File: src/rtl/idecode_pipe.sv
// idecode_pipe: decode stage with register bank, load-use hazard bubble and ID/EX register.
// Define IDECODE_WB_BYPASS_EN to make a WB write visible to same-cycle reads (write-through).
module idecode_pipe #(
  parameter int DATA_SIZE    = 32,
  parameter int INST_SIZE    = 32,
  parameter int PC_SIZE      = 32,
  parameter int REG_SIZE     = 5,
  parameter int NUM_REGS     = 32,
  parameter int CTRL_SIZE    = 16,
  parameter int MEM_READ_BIT = 3
) (
  input  logic                 i_clock,
  input  logic                 i_reset,
  input  logic                 i_pipeline_enable,
  input  logic                 i_flush,
  input  logic [INST_SIZE-1:0] i_inst,
  input  logic [PC_SIZE-1:0]   i_pc,
  input  logic [CTRL_SIZE-1:0] i_ctrl,
  input  logic                 i_signed,
  input  logic                 i_reg_write,
  input  logic [REG_SIZE-1:0]  i_write_reg,
  input  logic [DATA_SIZE-1:0] i_write_data,
  input  logic [REG_SIZE-1:0]  i_dbg_addr,
  output logic [DATA_SIZE-1:0] o_dbg_data,
  output logic                 o_stall,
  output logic                 o_valid,
  output logic [CTRL_SIZE-1:0] o_ctrl,
  output logic [DATA_SIZE-1:0] o_data_a,
  output logic [DATA_SIZE-1:0] o_data_b,
  output logic [DATA_SIZE-1:0] o_imm,
  output logic [DATA_SIZE-1:0] o_shamt,
  output logic [REG_SIZE-1:0]  o_rs,
  output logic [REG_SIZE-1:0]  o_rt,
  output logic [REG_SIZE-1:0]  o_rd,
  output logic [PC_SIZE-1:0]   o_pc,
  output logic [PC_SIZE-1:0]   o_jump_addr
);

  logic [DATA_SIZE-1:0] regs_q [NUM_REGS];
  logic [DATA_SIZE-1:0] regs_d [NUM_REGS];

  logic                 valid_q,  valid_d;
  logic [CTRL_SIZE-1:0] ctrl_q,   ctrl_d;
  logic [DATA_SIZE-1:0] data_a_q, data_a_d;
  logic [DATA_SIZE-1:0] data_b_q, data_b_d;
  logic [DATA_SIZE-1:0] imm_q,    imm_d;
  logic [DATA_SIZE-1:0] shamt_q,  shamt_d;
  logic [REG_SIZE-1:0]  rs_q,     rs_d;
  logic [REG_SIZE-1:0]  rt_q,     rt_d;
  logic [REG_SIZE-1:0]  rd_q,     rd_d;
  logic [PC_SIZE-1:0]   pc_q,     pc_d;
  logic [PC_SIZE-1:0]   jump_q,   jump_d;

  logic [REG_SIZE-1:0]  rs_f, rt_f, rd_f;
  logic [DATA_SIZE-1:0] rd_a, rd_b;
  logic                 wr_en;
  logic                 stall;
  logic [INST_SIZE-27:0] unused_inst;

  assign rs_f        = REG_SIZE'(i_inst[25:21]);
  assign rt_f        = REG_SIZE'(i_inst[20:16]);
  assign rd_f        = REG_SIZE'(i_inst[15:11]);
  assign unused_inst = i_inst[INST_SIZE-1:26];

  assign wr_en = i_pipeline_enable & i_reg_write & (i_write_reg != '0)
               & (32'(i_write_reg) < 32'(NUM_REGS));

  function automatic logic [DATA_SIZE-1:0] rd_port(input logic [REG_SIZE-1:0] addr);
    logic [DATA_SIZE-1:0] v;
    v = '0;
    if (addr != '0 && 32'(addr) < 32'(NUM_REGS)) v = regs_q[addr];
`ifdef IDECODE_WB_BYPASS_EN
    if (wr_en && addr == i_write_reg) v = i_write_data;
`endif
    return v;
  endfunction

  always_comb begin
    rd_a       = rd_port(rs_f);
    rd_b       = rd_port(rt_f);
    o_dbg_data = rd_port(i_dbg_addr);
  end

  always_comb begin
    regs_d = regs_q;
    if (wr_en) regs_d[i_write_reg] = i_write_data;
  end

  // Stall is derived from ID/EX itself, so the bubble it inserts clears it next cycle.
  assign stall   = valid_q & ctrl_q[MEM_READ_BIT] & (rt_q != '0)
                 & ((rt_q == rs_f) | (rt_q == rt_f));
  assign o_stall = stall;

  always_comb begin
    valid_d  = valid_q;
    ctrl_d   = ctrl_q;
    data_a_d = data_a_q;
    data_b_d = data_b_q;
    imm_d    = imm_q;
    shamt_d  = shamt_q;
    rs_d     = rs_q;
    rt_d     = rt_q;
    rd_d     = rd_q;
    pc_d     = pc_q;
    jump_d   = jump_q;
    if (i_pipeline_enable) begin
      valid_d  = ~(i_flush | stall);
      ctrl_d   = (i_flush | stall) ? '0 : i_ctrl;
      data_a_d = rd_a;
      data_b_d = rd_b;
      imm_d    = i_signed ? {{(DATA_SIZE-16){i_inst[15]}}, i_inst[15:0]}
                          : {{(DATA_SIZE-16){1'b0}}, i_inst[15:0]};
      shamt_d  = DATA_SIZE'(i_inst[10:6]);
      rs_d     = rs_f;
      rt_d     = rt_f;
      rd_d     = rd_f;
      pc_d     = i_pc;
      jump_d          = i_pc;
      jump_d[27:0]    = {i_inst[25:0], 2'b00};
    end
  end

  always_ff @(posedge i_clock or negedge i_reset) begin
    if (!i_reset) begin
      regs_q   <= '{default: '0};
      valid_q  <= 1'b0;
      ctrl_q   <= '0;
      data_a_q <= '0;
      data_b_q <= '0;
      imm_q    <= '0;
      shamt_q  <= '0;
      rs_q     <= '0;
      rt_q     <= '0;
      rd_q     <= '0;
      pc_q     <= '0;
      jump_q   <= '0;
    end else begin
      regs_q   <= regs_d;
      valid_q  <= valid_d;
      ctrl_q   <= ctrl_d;
      data_a_q <= data_a_d;
      data_b_q <= data_b_d;
      imm_q    <= imm_d;
      shamt_q  <= shamt_d;
      rs_q     <= rs_d;
      rt_q     <= rt_d;
      rd_q     <= rd_d;
      pc_q     <= pc_d;
      jump_q   <= jump_d;
    end
  end

  assign o_valid     = valid_q;
  assign o_ctrl      = ctrl_q;
  assign o_data_a    = data_a_q;
  assign o_data_b    = data_b_q;
  assign o_imm       = imm_q;
  assign o_shamt     = shamt_q;
  assign o_rs        = rs_q;
  assign o_rt        = rt_q;
  assign o_rd        = rd_q;
  assign o_pc        = pc_q;
  assign o_jump_addr = jump_q;

endmodule
File: config.mk
export PLATFORM = sky130hd
export DESIGN_NAME = idecode_pipe
export DESIGN_NICKNAME = d
export VERILOG_FILES = /design/src/rtl/idecode_pipe.sv
export SDC_FILE = /design/constraint.sdc
export NUM_CORES = 2
export LEC_CHECK = 0
export BUFFER_PORTS_ARGS = -buffer_cell sky130_fd_sc_hd__buf_4
export CORE_UTILIZATION = 25
export DETAILED_ROUTE_END_ITERATION = 12
export GPL_TIMING_DRIVEN = 1
export MAX_ROUTING_LAYER = met4
export PLACE_DENSITY = 0.45
export SLEW_MARGIN = 10
export SYNTH_ARGS = -nofsm -noshare
export SYNTH_HDL_FRONTEND = slang
export SYNTH_SLANG_ARGS = --single-unit
File: constraint.sdc
create_clock -name i_clock -period 2.32 [get_ports i_clock]
set_clock_uncertainty 0.15 [all_clocks]
set_input_delay 0.232 -clock i_clock [delete_from_list [all_inputs] [get_ports i_clock]]
set_output_delay 0.232 -clock i_clock [all_outputs]
set_load 0.005 [all_outputs]
==> flow_metrics.env <==
export IMPL_die_width_um=523
export IMPL_synth_fa_ha_area_frac=0
export IMPL_internal_power_mw=44.9
export IMPL_wl_per_cell_um=31.6
export IMPL_rsz0062_at_grt="yes"
export IMPL_synth_top_family_by_area="multiplexers"
export IMPL_synth_top_area_frac=0.430
export IMPL_start_util=0.252
export IMPL_synth_mux_area_frac=0.466
export IMPL_rrSetupSlack_ns=-0.01
export IMPL_switchingPower_mw=18.2
export IMPL_wl_mm=286
export IMPL_io_pins=385
export IMPL_setup_ws_ns=-0.659
export IMPL_clock_latency_ns=0.81
export IMPL_violations="negative setup slack"
export IMPL_drv_slew=0
export IMPL_clock_sinks=1164
export IMPL_fp_dieH_um=523
export IMPL_cts_clk_slew_worst_paths_ns=0.06
export IMPL_final_util=0.328
export IMPL_power_density_nw_per_um2=715
export IMPL_hp_class="input pin to flop"
export IMPL_core_sq_um=269000
export IMPL_cp_end_kind="primary output"
export IMPL_grt_ovfl_total=0
export IMPL_globalplace_congestion=0.856
export IMPL_met2_usage=0.337
export IMPL_track_usage=0.214
export IMPL_synthXorXnorAreaFrac=0.00129
export IMPL_clockBufferDepth=3
export IMPL_syn2layout_area_growth_pct=30.1
export IMPL_cap_violations=0
export IMPL_pwr_share_clk=0.366
export IMPL_cpMostUsedCell="mux4_2"
export IMPL_seq_area_frac_synth=0.430
export IMPL_cts_tree="done"
export IMPL_cp_top_family="multiplexers"
export IMPL_pre_cts_ws_ns=-0.562
export IMPL_nFillCells=26200
export IMPL_cp_num_buf_inv=2
export IMPL_cp_start_kind="flop"
export IMPL_nets=5503
export IMPL_finalSetupTns_ns=-20.74
export IMPL_leakage_nw=38.7
export IMPL_grt_busiest_layer="met2"
export IMPL_num_rows=190
export IMPL_p_sw_frac=0.288
export IMPL_syn_area_sq_um=67800
export IMPL_synth_area_leader_cell="dfrtp_1"
export IMPL_yosys_warnings=0
export IMPL_grt_start_max_net_pins=125
export IMPL_hold_viol=0
export IMPL_grt_pass1_wl_mm=403
export IMPL_critical_path_required_ns=1.94
export IMPL_path_class="flop to primary output"
export IMPL_synth_simple_area_share=0.0136
export IMPL_globalRouteMet1Util=0.283
export IMPL_cts_root_buffer="clkbuf_16"
export IMPL_use_met3=0.0334
export IMPL_die_area_sq_um=273000
export IMPL_dpl_hpwl_mm=191
export IMPL_ys_ff_latch=1164
export IMPL_critPathArrivalTime_ns=2.60
export IMPL_synthFlopType="dfrtp_1"
export IMPL_peakVddDrop_uv=809
export IMPL_placement_io_buffers=349
export IMPL_slew_headroom=0.265
export IMPL_cpPeakStageDelay_ns=0.53
export IMPL_synth_cells=4473
export IMPL_synth_area_per_cell_sq_um=15.2
export IMPL_grt_pass1_vias=50100
export IMPL_tightest_slew_ns=1.10
export IMPL_critPathMaxFanout=2
export IMPL_cts_htree_levels=4
export IMPL_first_pass_iters=7
export IMPL_synth_area_top_cells="dfrtp_1 (43%), mux4_2 (26%), mux2_2 (16%), mux2i_1 (2.7%), clkbuf_1 (1.7%)"
export IMPL_power_frac_seq=0.401
export IMPL_setup_viol=47
export IMPL_postRouteAntennaNets=0
export IMPL_synth_distinct_cells=52
export IMPL_outcome="finished, violations left"
export IMPL_route_detailed_drc=0
export IMPL_async_flop_share=1.00
export IMPL_drt_iter0_drc=3917
export IMPL_num_vias=48500
export IMPL_viasPerCell=5.37
export IMPL_crit_chain="mux4_2 > mux4_2 > inv_4 > o21ai_4 > buf_6"
export IMPL_synth_compound_area_frac=0.0429
export IMPL_synth_edf_count=0
export IMPL_critPathSlowestCell="mux4_2"
export IMPL_cts_buffers=143
export IMPL_antenna_found_initial=18
export IMPL_fmax_mhz=336
export IMPL_finalCriticalPeriod_ns=2.98
export IMPL_comb_power_share=0.233
export IMPL_fin_crit_sh=1.28
export IMPL_drive_gt1_frac=0.614
timing repair:
action                                   CTS  global route
cloned                                     0             1
gates resized for setup                  165            53
endpoints found under the setup margin    35            64
hold buffers                             139             2
pin swaps                                 23            23
buffers inserted                         158            56
endpoints found under the hold margin   2220             5
layer usage:
layer	part of all wire	vias up	routed length (um)
met1	0.44	26500	125000
met2	0.47	2139	135000
li1	-	19500	-
met4	0.035	0	9900
met5	0	-	0
met3	0.059	432	16800
cell families (layout without fill, tap and decap cells):
| family | count (synthesis) | count (layout) |
|---|---|---|
| DFF | 1164 | 1164 |
| buffers and inverters | 643 | 1620 |
| AOI/OAI and AO/OA | 402 | 402 |
| muxes | 2042 | 2042 |
| other | 1 | 34 |
| and+or+nand+nor | 211 | 211 |
| xor gates and xnor gates | 10 | 10 |
worst reg2reg max path: cells and delay by family (launching register included):
family,cells,cell delay (ns)
AOI/OAI and AO/OA,2,1.06
muxes,2,0.52
buffers and inverters,1,0.13
DFF,1,0.36
and+or+nand+nor,1,0.05
power groups by stage:
stage	registers, mW	clock network, mW	logic (mW)
finish	25.3	23.1	14.7
global route	25.6	24.5	15.6
CTS	25.2	23.7	14.5
detailed placement	25.7	0	13.2
global placement	25.6	0	13.0
floorplan	24.8	0	8.12
sequential cells by signal, summed over array words and instances, names as in the netlist, 4 cells and up:
signal / flops
o_pc: 32
o_rs: 4
o_data_a: 32
regs_q: 1024
o_rt: 4
o_imm: 17
o_ctrl: 16
o_data_b: 32
synth_stat cells, drive strengths merged (5+ instances only):
cell type	number
dfrtp	1164
buf	293
a211oi	60
inv	40
mux4	786
a21oi	34
o22ai	50
o21ai	47
a22o	28
a221oi	11
o2bb2ai	16
a22oi	47
clkbuf	309
xnor2	10
o221ai	14
a21o	31
nor2	53
nor2b	11
o32ai	5
o22a	11
nand2	100
mux2	1074
a2111oi	37
mux2i	182
nand3	21
nand2b	5
layout make-up:
cell class                 instances  area [sq um]  area share
sequential                      1164         29100       0.330
tap                             3552          4440      0.0504
antenna                            5          12.5    0.000142
multi-input combinational       2694         36700       0.415
inverter                          41           164     0.00186
clock buffer                     210          4260      0.0482
clock inverter                    38           469     0.00532
timing repair buffer            1331         13100       0.149
cells in the final DEF (no fill, tap or decap), types with 34 or more instances in the layout:
| master | instances |
|---|---|
| mux4_2 | 785 |
| nand2_1 | 57 |
| mux2i_1 | 182 |
| clkbuf_16 | 148 |
| mux2_1 | 89 |
| o22ai_1 | 49 |
| buf_12 | 204 |
| clkbuf_8 | 34 |
| mux2_2 | 985 |
| a22oi_1 | 47 |
| buf_6 | 35 |
| buf_4 | 946 |
| dfrtp_1 | 1155 |
| a211oi_1 | 54 |
| dlygate4sd3_1 | 137 |
metrics by stage:
stage / hold WS [ns] / instances / total power, mW / instance area [sq um]
finish: 0.0513 / 9035 / 63.1 / 88300
global route: 0.0306 / 9033 / 65.7 / 88200
CTS: 0.0000526 / 8984 / 63.3 / 87600
detailed placement: -0.0208 / 8445 / 38.9 / 79800
global placement: -0.0219 / 8445 / 38.7 / 79800
floorplan: -0.214 / 4501 / 32.9 / 68000
path summary, 6_finish.rpt:
| path | start | depth (start not counted) | to |
|---|---|---|---|
| max | regs_q[614] | 5 | o_dbg_data[6] |
| min | i_pc[9] | 3 | o_pc[9] |
| max reg2reg | regs_q[918] | 6 | o_data_a[22] |
| min reg2reg | regs_q[1022] | 0 | regs_q[1022] |
| max in group asynchronous | i_reset | 4 | regs_q[475] |
| min in group asynchronous | i_reset | 4 | o_ctrl[11] |
Note: power is estimated with default switching activity, not from simulation.
